===== src/rtl/pifo_dequeue_sched.sv =====
// PIFO dequeue scheduler: pops the head flow into a one-entry egress register,
// reinserts the flow with an aged priority while it still has backlog, keeps
// per-flow packet counts and offers run/pause/flush control.
//
// Egress handshake: a grant transfers on any cycle where o__deq_valid and
// i__deq_ready are both high. Once o__deq_valid is raised, o__deq_flow and
// o__deq_priority stay stable and o__deq_valid stays high until that transfer
// (only a flush or reset withdraws a pending grant). i__deq_ready may be driven
// freely and is never required before o__deq_valid.
module pifo_dequeue_sched #(
  parameter int NUM_FLOWS    = 16,
  parameter int MAX_PRIORITY = 256,
  parameter int CNT_WIDTH    = 8,
  parameter int AGE_STEP     = 16,
  localparam int PRIO_WIDTH  = $clog2(MAX_PRIORITY),
  localparam int FLOW_WIDTH  = $clog2(NUM_FLOWS)
) (
  input  logic                  clk,
  input  logic                  reset_n,
  input  logic                  i__pop_valid,
  input  logic [PRIO_WIDTH-1:0] i__pop_priority,
  input  logic [FLOW_WIDTH-1:0] i__pop_data,
  output logic                  o__pop,
  output logic [PRIO_WIDTH-1:0] o__reinsert_priority,
  output logic                  o__clear_all,
  input  logic                  i__arrive_valid,
  input  logic [FLOW_WIDTH-1:0] i__arrive_flow,
  output logic                  o__arrive_drop,
  output logic                  o__new_flow_valid,
  output logic [FLOW_WIDTH-1:0] o__new_flow_id,
  output logic                  o__deq_valid,
  output logic [FLOW_WIDTH-1:0] o__deq_flow,
  output logic [PRIO_WIDTH-1:0] o__deq_priority,
  input  logic                  i__deq_ready,
  input  logic                  i__enable,
  input  logic                  i__flush,
  output logic [1:0]            o__dbg_state
);

  typedef enum logic [1:0] {
    ST_PAUSE = 2'd0,
    ST_RUN   = 2'd1,
    ST_FLUSH = 2'd2
  } state_e;

  localparam logic [CNT_WIDTH-1:0]  CNT_MAX = '1;
  localparam logic [PRIO_WIDTH-1:0] AGE     = PRIO_WIDTH'(AGE_STEP);

  state_e state_q, state_d;

  logic [CNT_WIDTH-1:0] cnt_q [NUM_FLOWS];
  logic [CNT_WIDTH-1:0] cnt_d [NUM_FLOWS];

  logic                  deq_valid_q, deq_valid_d;
  logic [FLOW_WIDTH-1:0] deq_flow_q, deq_flow_d;
  logic [PRIO_WIDTH-1:0] deq_prio_q, deq_prio_d;

  logic                  drop_q, drop_d;
  logic                  new_flow_q, new_flow_d;
  logic [FLOW_WIDTH-1:0] new_flow_id_q, new_flow_id_d;

  logic                  pop_w;
  logic                  arrive_ok;
  logic [CNT_WIDTH-1:0]  arr_cnt;
  logic                  arr_sat;
  logic                  arr_inc;
  logic                  arr_same;
  logic [CNT_WIDTH-1:0]  eff_cnt;
  logic [PRIO_WIDTH-1:0] aged_prio;

  // A pop happens only while running and when the egress slot is free or freeing.
  assign pop_w = (state_q == ST_RUN) && i__pop_valid && (!deq_valid_q || i__deq_ready);

  // Aged priority never reaches 0, since 0 means "no reinsert" to the PIFO.
  assign aged_prio = (i__pop_priority > AGE) ? (i__pop_priority - AGE) : PRIO_WIDTH'(1);

  // State register.
  always_ff @(posedge clk or negedge reset_n) begin
    if (!reset_n) state_q <= ST_PAUSE;
    else          state_q <= state_d;
  end

  // Next-state logic; flush wins over enable, and FLUSH always lasts one cycle.
  always_comb begin
    state_d = state_q;
    case (state_q)
      ST_PAUSE: begin
        if (i__flush)       state_d = ST_FLUSH;
        else if (i__enable) state_d = ST_RUN;
      end
      ST_RUN: begin
        if (i__flush)        state_d = ST_FLUSH;
        else if (!i__enable) state_d = ST_PAUSE;
      end
      ST_FLUSH: state_d = ST_PAUSE;
      default:  state_d = ST_PAUSE;
    endcase
  end

  // Backlog accounting: saturating arrivals, floor-0 pops, arrival pulses.
  always_comb begin
    cnt_d         = cnt_q;
    arrive_ok     = i__arrive_valid && (state_q != ST_FLUSH);
    arr_cnt       = cnt_q[i__arrive_flow];
    arr_sat       = (arr_cnt == CNT_MAX);
    arr_inc       = arrive_ok && !arr_sat;
    arr_same      = arr_inc && (i__arrive_flow == i__pop_data);
    eff_cnt       = cnt_q[i__pop_data] + CNT_WIDTH'(arr_same);
    new_flow_d    = arr_inc && (arr_cnt == '0) && !(pop_w && (i__arrive_flow == i__pop_data));
    new_flow_id_d = new_flow_d ? i__arrive_flow : new_flow_id_q;
    drop_d        = arrive_ok && arr_sat;
    if (arr_inc) cnt_d[i__arrive_flow] = arr_cnt + CNT_WIDTH'(1);
    // The pop update already folds in a same-flow arrival through eff_cnt.
    if (pop_w) cnt_d[i__pop_data] = (eff_cnt == '0) ? '0 : (eff_cnt - CNT_WIDTH'(1));
    if (state_q == ST_FLUSH) begin
      for (int i = 0; i < NUM_FLOWS; i++) cnt_d[i] = '0;
    end
  end

  // Egress register: load on pop, hold while stalled, empty on accept or flush.
  always_comb begin
    deq_valid_d = deq_valid_q;
    deq_flow_d  = deq_flow_q;
    deq_prio_d  = deq_prio_q;
    if (pop_w) begin
      deq_valid_d = 1'b1;
      deq_flow_d  = i__pop_data;
      deq_prio_d  = i__pop_priority;
    end else if (deq_valid_q && i__deq_ready) begin
      deq_valid_d = 1'b0;
    end
    if (state_d == ST_FLUSH) deq_valid_d = 1'b0;
  end

  // Datapath registers.
  always_ff @(posedge clk or negedge reset_n) begin
    if (!reset_n) begin
      for (int i = 0; i < NUM_FLOWS; i++) cnt_q[i] <= '0;
      deq_valid_q   <= 1'b0;
      deq_flow_q    <= '0;
      deq_prio_q    <= '0;
      drop_q        <= 1'b0;
      new_flow_q    <= 1'b0;
      new_flow_id_q <= '0;
    end else begin
      cnt_q         <= cnt_d;
      deq_valid_q   <= deq_valid_d;
      deq_flow_q    <= deq_flow_d;
      deq_prio_q    <= deq_prio_d;
      drop_q        <= drop_d;
      new_flow_q    <= new_flow_d;
      new_flow_id_q <= new_flow_id_d;
    end
  end

  assign o__pop               = pop_w;
  assign o__reinsert_priority = (pop_w && (eff_cnt > CNT_WIDTH'(1))) ? aged_prio : '0;
  assign o__clear_all         = (state_q == ST_FLUSH);
  assign o__arrive_drop       = drop_q;
  assign o__new_flow_valid    = new_flow_q;
  assign o__new_flow_id       = new_flow_id_q;
  assign o__deq_valid         = deq_valid_q;
  assign o__deq_flow          = deq_flow_q;
  assign o__deq_priority      = deq_prio_q;
  assign o__dbg_state         = state_q;

endmodule

===== config.mk =====
export PLATFORM = sky130hd
export DESIGN_NAME = pifo_dequeue_sched
export DESIGN_NICKNAME = d
export VERILOG_FILES = /design/src/rtl/pifo_dequeue_sched.sv
export SDC_FILE = /design/constraint.sdc
export NUM_CORES = 1
export LEC_CHECK = 0
export ABC_AREA = 1
export CAP_MARGIN = 25
export CORE_MARGIN = 2
export CORE_UTILIZATION = 56
export DETAILED_ROUTE_END_ITERATION = 6
export PLACE_DENSITY = 0.78
export SETUP_SLACK_MARGIN = 0.15
export SYNTH_ARGS = -nofsm -noshare
export SYNTH_HDL_FRONTEND = slang
export SYNTH_SLANG_ARGS = --single-unit

===== constraint.sdc =====
create_clock -name clk -period 5.6 [get_ports clk]
set_input_delay 1.4 -clock clk [delete_from_list [all_inputs] [get_ports clk]]
set_output_delay 1.4 -clock clk [all_outputs]
set_load 0.05 [all_outputs]

==> impl_metrics.csv <==
group,metric,value,unit
outcome,status,"finished with violations",
outcome,violations,"design-rule violations, negative setup slack",
setup_path,path_class,"input pin to flop",
cells_and_area,num_antenna_cells,0,
global_routing,grt_usage,45.9,%
global_routing,grt_pass1_wl,70800,um
timing,fin_ws,-0.483,ns
die,fp.dieW,143,um
timing,drv_slew,0,
placed_design,portBuffers,53,
setup_path,reg2reg_depth,37,
clock_tree,cts_max_path_buffers,2,
route,drc_errors,15,
cells_and_area,drive_above_1_share,23.9,%
power,p_clk_share,39.7,%
route,via_count,13875,
timing,fin_crit,6.08,ns
clock_tree,cts_tree,"built",
setup_path,critPathMostFrequentCell,"buf_4",
global_routing,grt_overflow,0,
global_routing,grt_pass1_vias,12792,
power,pwr-share-comb,25.5,%
clock_tree,cts-root-buf,"clkbuf_16",
die,ioPinCount,54,
setup_path,worst_setup_path_start_kind,"input pin",
synth,syn-num-nets,1808,
synth,yosys_warnings,0,
timing,finClkSkew,0.0131,ns
setup_path,cpPeakStageDelay,0.29,ns
clock_tree,h-tree-depth,4,
synth,muxShareOfSynthArea,0,%
cells_and_area,fin_nets,2027,
setup_path,crit_family,"buffers and inverters",
setup_path,reg2reg_from,"cnt_q[25]",
synth,syn_area_per_cell,6.10,um2
setup_path,critPathMaxFanout,9,
global_routing,grt_max_degree,90,
route,via_per_inst,6.12,
cells_and_area,area_growth,39.0,%
worst_hold_path,hp-class,"flop to flop",
synth,ys_ff_latch,149,
synth,synth_top_family_by_area,"simple AND/OR/NAND/NOR gates",
synth,yosys-top-cells-area,"dfrtp_1 (34%), nand2_1 (31%), nand3_1 (6.6%)",
clock_tree,numCtsBuffers,17,
synth,syn-cell-area,10800,um2
timing,setup_violations,137,
route,drt_wl_total,48400,um
synth,synth_cell_type_count,35,
power,p_seq_share,34.8,%
flow_run,drv_cap,0,
route,ant_nets,0,
setup_path,reg2reg_setup_slack,0.54,ns
timing,tightest_slew,1.05,ns
route,wl_per_cell,21.3,um
cells_and_area,n_fill_cell,1344,
timing,rsz0062_at_grt,"yes",
power,power_density,221,nW/um2
placed_design,dp_hpwl,30300,um
die,die_area,20500,um2
power,ir_worst_vdd,0.000212,V
clock_tree,numClockSinks,149,
placed_design,globalplace.congestion,1.05,
timing,hold_violations,0,
timing,max_freq,164,MHz
global_routing,antenna_found_initial,0,
route,dr.pass1.iters,7,
worst_hold_path,hp-start,"o__new_flow_id[0]",
clock_tree,clock_latency,0.45,ns
worst_hold_path,whs_path_depth,2,
timing,slew_headroom,29.6,%
power,power.leakage,7.53,nW
timing,tns,-50.94,ns
worst_hold_path,hold_path_end,"o__new_flow_id[0]",
timing,finalCritPeriodShare,109,%
setup_path,cp_data_required_time,5.97,ns
synth,synthAdderAreaFrac,1.04,%
placed_design,dp.cells,2149,
clock_tree,path_clk_slew,0.07,ns
setup_path,critPathCaptureType,"flop",
power,internal_power,2.16,mW
power,switching_share,35.3,%
synth,synth-compound-area-share,11.0,%
synth,synth_top_cell_by_area,"dfrtp_1",
synth,synth_xor_area_share,0.797,%
setup_path,r2r_end,"cnt_q[55]",
setup_path,critPathSlowestCell,"nand4_1",
cells_and_area,fin_cells,2268,
die,num_rows,50,
synth,yosysSeqAreaShare,34.4,%
setup_path,crit_buf_inv,26,
clock_tree,ctsHoldBuffers,0,
route,drtIter0Drc,2327,
die,die_y,143,um
power,switchingPower,1.18,mW
die,core_area,18800,um2
synth,synth_simple_gate_area_share,44.9,%
setup_path,crit_arrival,6.45,ns
die,start_util,57.5,%
synth,synth_cells,1776,
synth,yosysTopAreaCellShare,34.4,%
[cell type report]
class	count	area, um2	share of cell area, %
inverters	114	450	2.99
multi-input cells	1438	7120	47.3
clock inverters	15	230	1.53
flip-flops and latches	149	3730	24.8
clock buffers	17	425	2.83
repair inverters	1	8.76	0.0582
well taps	260	325	2.16
repair buffers	274	2770	18.4
[timing repair]
| action | CTS | global route |
|---|---|---|
| setup endpoints to repair | 8 | 137 |
| cloned | 3 | 5 |
| resized for setup | 55 | 190 |
| pin swaps | 52 | 89 |
| hold endpoints to repair | 0 | 0 |
| buffers inserted | 52 | 27 |
[layout by cell type (no fill, tap or decap), types with 6 or more instances in the layout]
master	n
nand4_1	28
a21oi_1	86
dfrtp_1	149
inv_1	81
nand2_2	54
inv_8	6
buf_12	31
buf_4	154
nor2_2	13
nand3_2	18
a22oi_2	8
o22ai_1	14
clkdlybuf4s50_1	38
nor3_4	7
nor2_4	24
clkinv_1	17
nor2_1	72
o21ai_1	6
nand3_1	123
o21ai_0	27
nand2_1	847
a21oi_2	52
inv_2	11
buf_6	41
o211ai_1	19
nand2_4	7
clkbuf_16	19
[synthesized netlist by cell type (all sizes together)]
library cell,number
o21bai,2
nor3,7
ha,9
nand2,909
dfrtp,149
o2111a,1
o21ai,37
o211ai,19
nand3,145
xor2,4
clkbuf,26
a22oi,8
a21oi,138
buf,50
xnor2,5
nor2,108
nand4,28
inv,97
and2,1
o22ai,14
nor4,2
clkinv,17
[stage by stage]
stage	area, um2	setup WS [ns]	hold WS [ns]	total power [mW]	utilization, %
detailed placement	12700	-0.820	0.472	1.93	67.4
global placement	12700	-0.752	0.466	1.92	67.4
floorplan	11100	-0.191	0.587	1.59	-
CTS	13900	-0.422	0.489	3.25	74.0
finish	15100	-0.483	0.483	3.33	79.9
global route	15100	-0.582	0.523	3.40	79.9
[power groups by stage]
stage | Sequential, mW | Clock (mW) | Combinational [mW]
6_report | 1.16 | 1.32 | 0.849
5_1_grt | 1.16 | 1.36 | 0.881
4_1_cts | 1.16 | 1.32 | 0.774
3_5_place_dp | 1.18 | 0 | 0.756
3_3_place_gp | 1.18 | 0 | 0.749
2_1_floorplan | 1.27 | 0 | 0.321
[how the worst max path moves through the flow]
stage	startpoint	to	slack [ns]	depth (start not counted)
2_1_floorplan	i__arrive_flow[1]	o__reinsert_priority[1]	-0.19	24
3_3_place_gp	i__arrive_flow[1]	o__reinsert_priority[1]	-0.75	27
3_5_place_dp	i__arrive_flow[1]	o__reinsert_priority[2]	-0.82	27
4_1_cts	i__arrive_flow[1]	o__reinsert_priority[4]	-0.42	28
5_1_grt	i__arrive_flow[1]	cnt_q[55]	-0.58	41
6_report	i__arrive_flow[1]	cnt_q[55]	-0.48	41
[worst reg2reg max path, delay by kind of cell (launching register included)]
family	cells	cell delay, ns
AO/OA/AOI/OAI	3	0.48
adder cells (fa/ha/maj)	1	0.16
buffers and inverters	23	2.80
flip-flops	1	0.39
AND/OR/NAND/NOR	10	1.15
[per-layer routing]
metal | vias to the layer above | GRT usage [%] | share of wire, %
li1 | 6125 | - | -
met5 | - | 0 | 0
met1 | 6297 | 57.0 | 36
met2 | 1158 | 68.8 | 43
met3 | 295 | 13.8 | 14
met4 | 0 | 30.4 | 7.8
[cell families (layout without fill, tap and decap cells)]
family,count (synthesis),count (layout)
and+or+nand+nor,1200,1201
AOI/OAI and AO/OA,219,219
buffers and inverters,190,421
DFF,149,149
adders and majority gates,9,9
xor gates and xnor gates,9,9
[registers in the layout (all words and copies together), names as in the netlist]
register           flops
o__deq_priority        8
cnt_q                128
o__arrive_drop         1
o__new_flow_valid      1
o__dbg_state           2
o__deq_valid           1
o__deq_flow            4
o__new_flow_id         4
(Power assumes the default switching activity.)
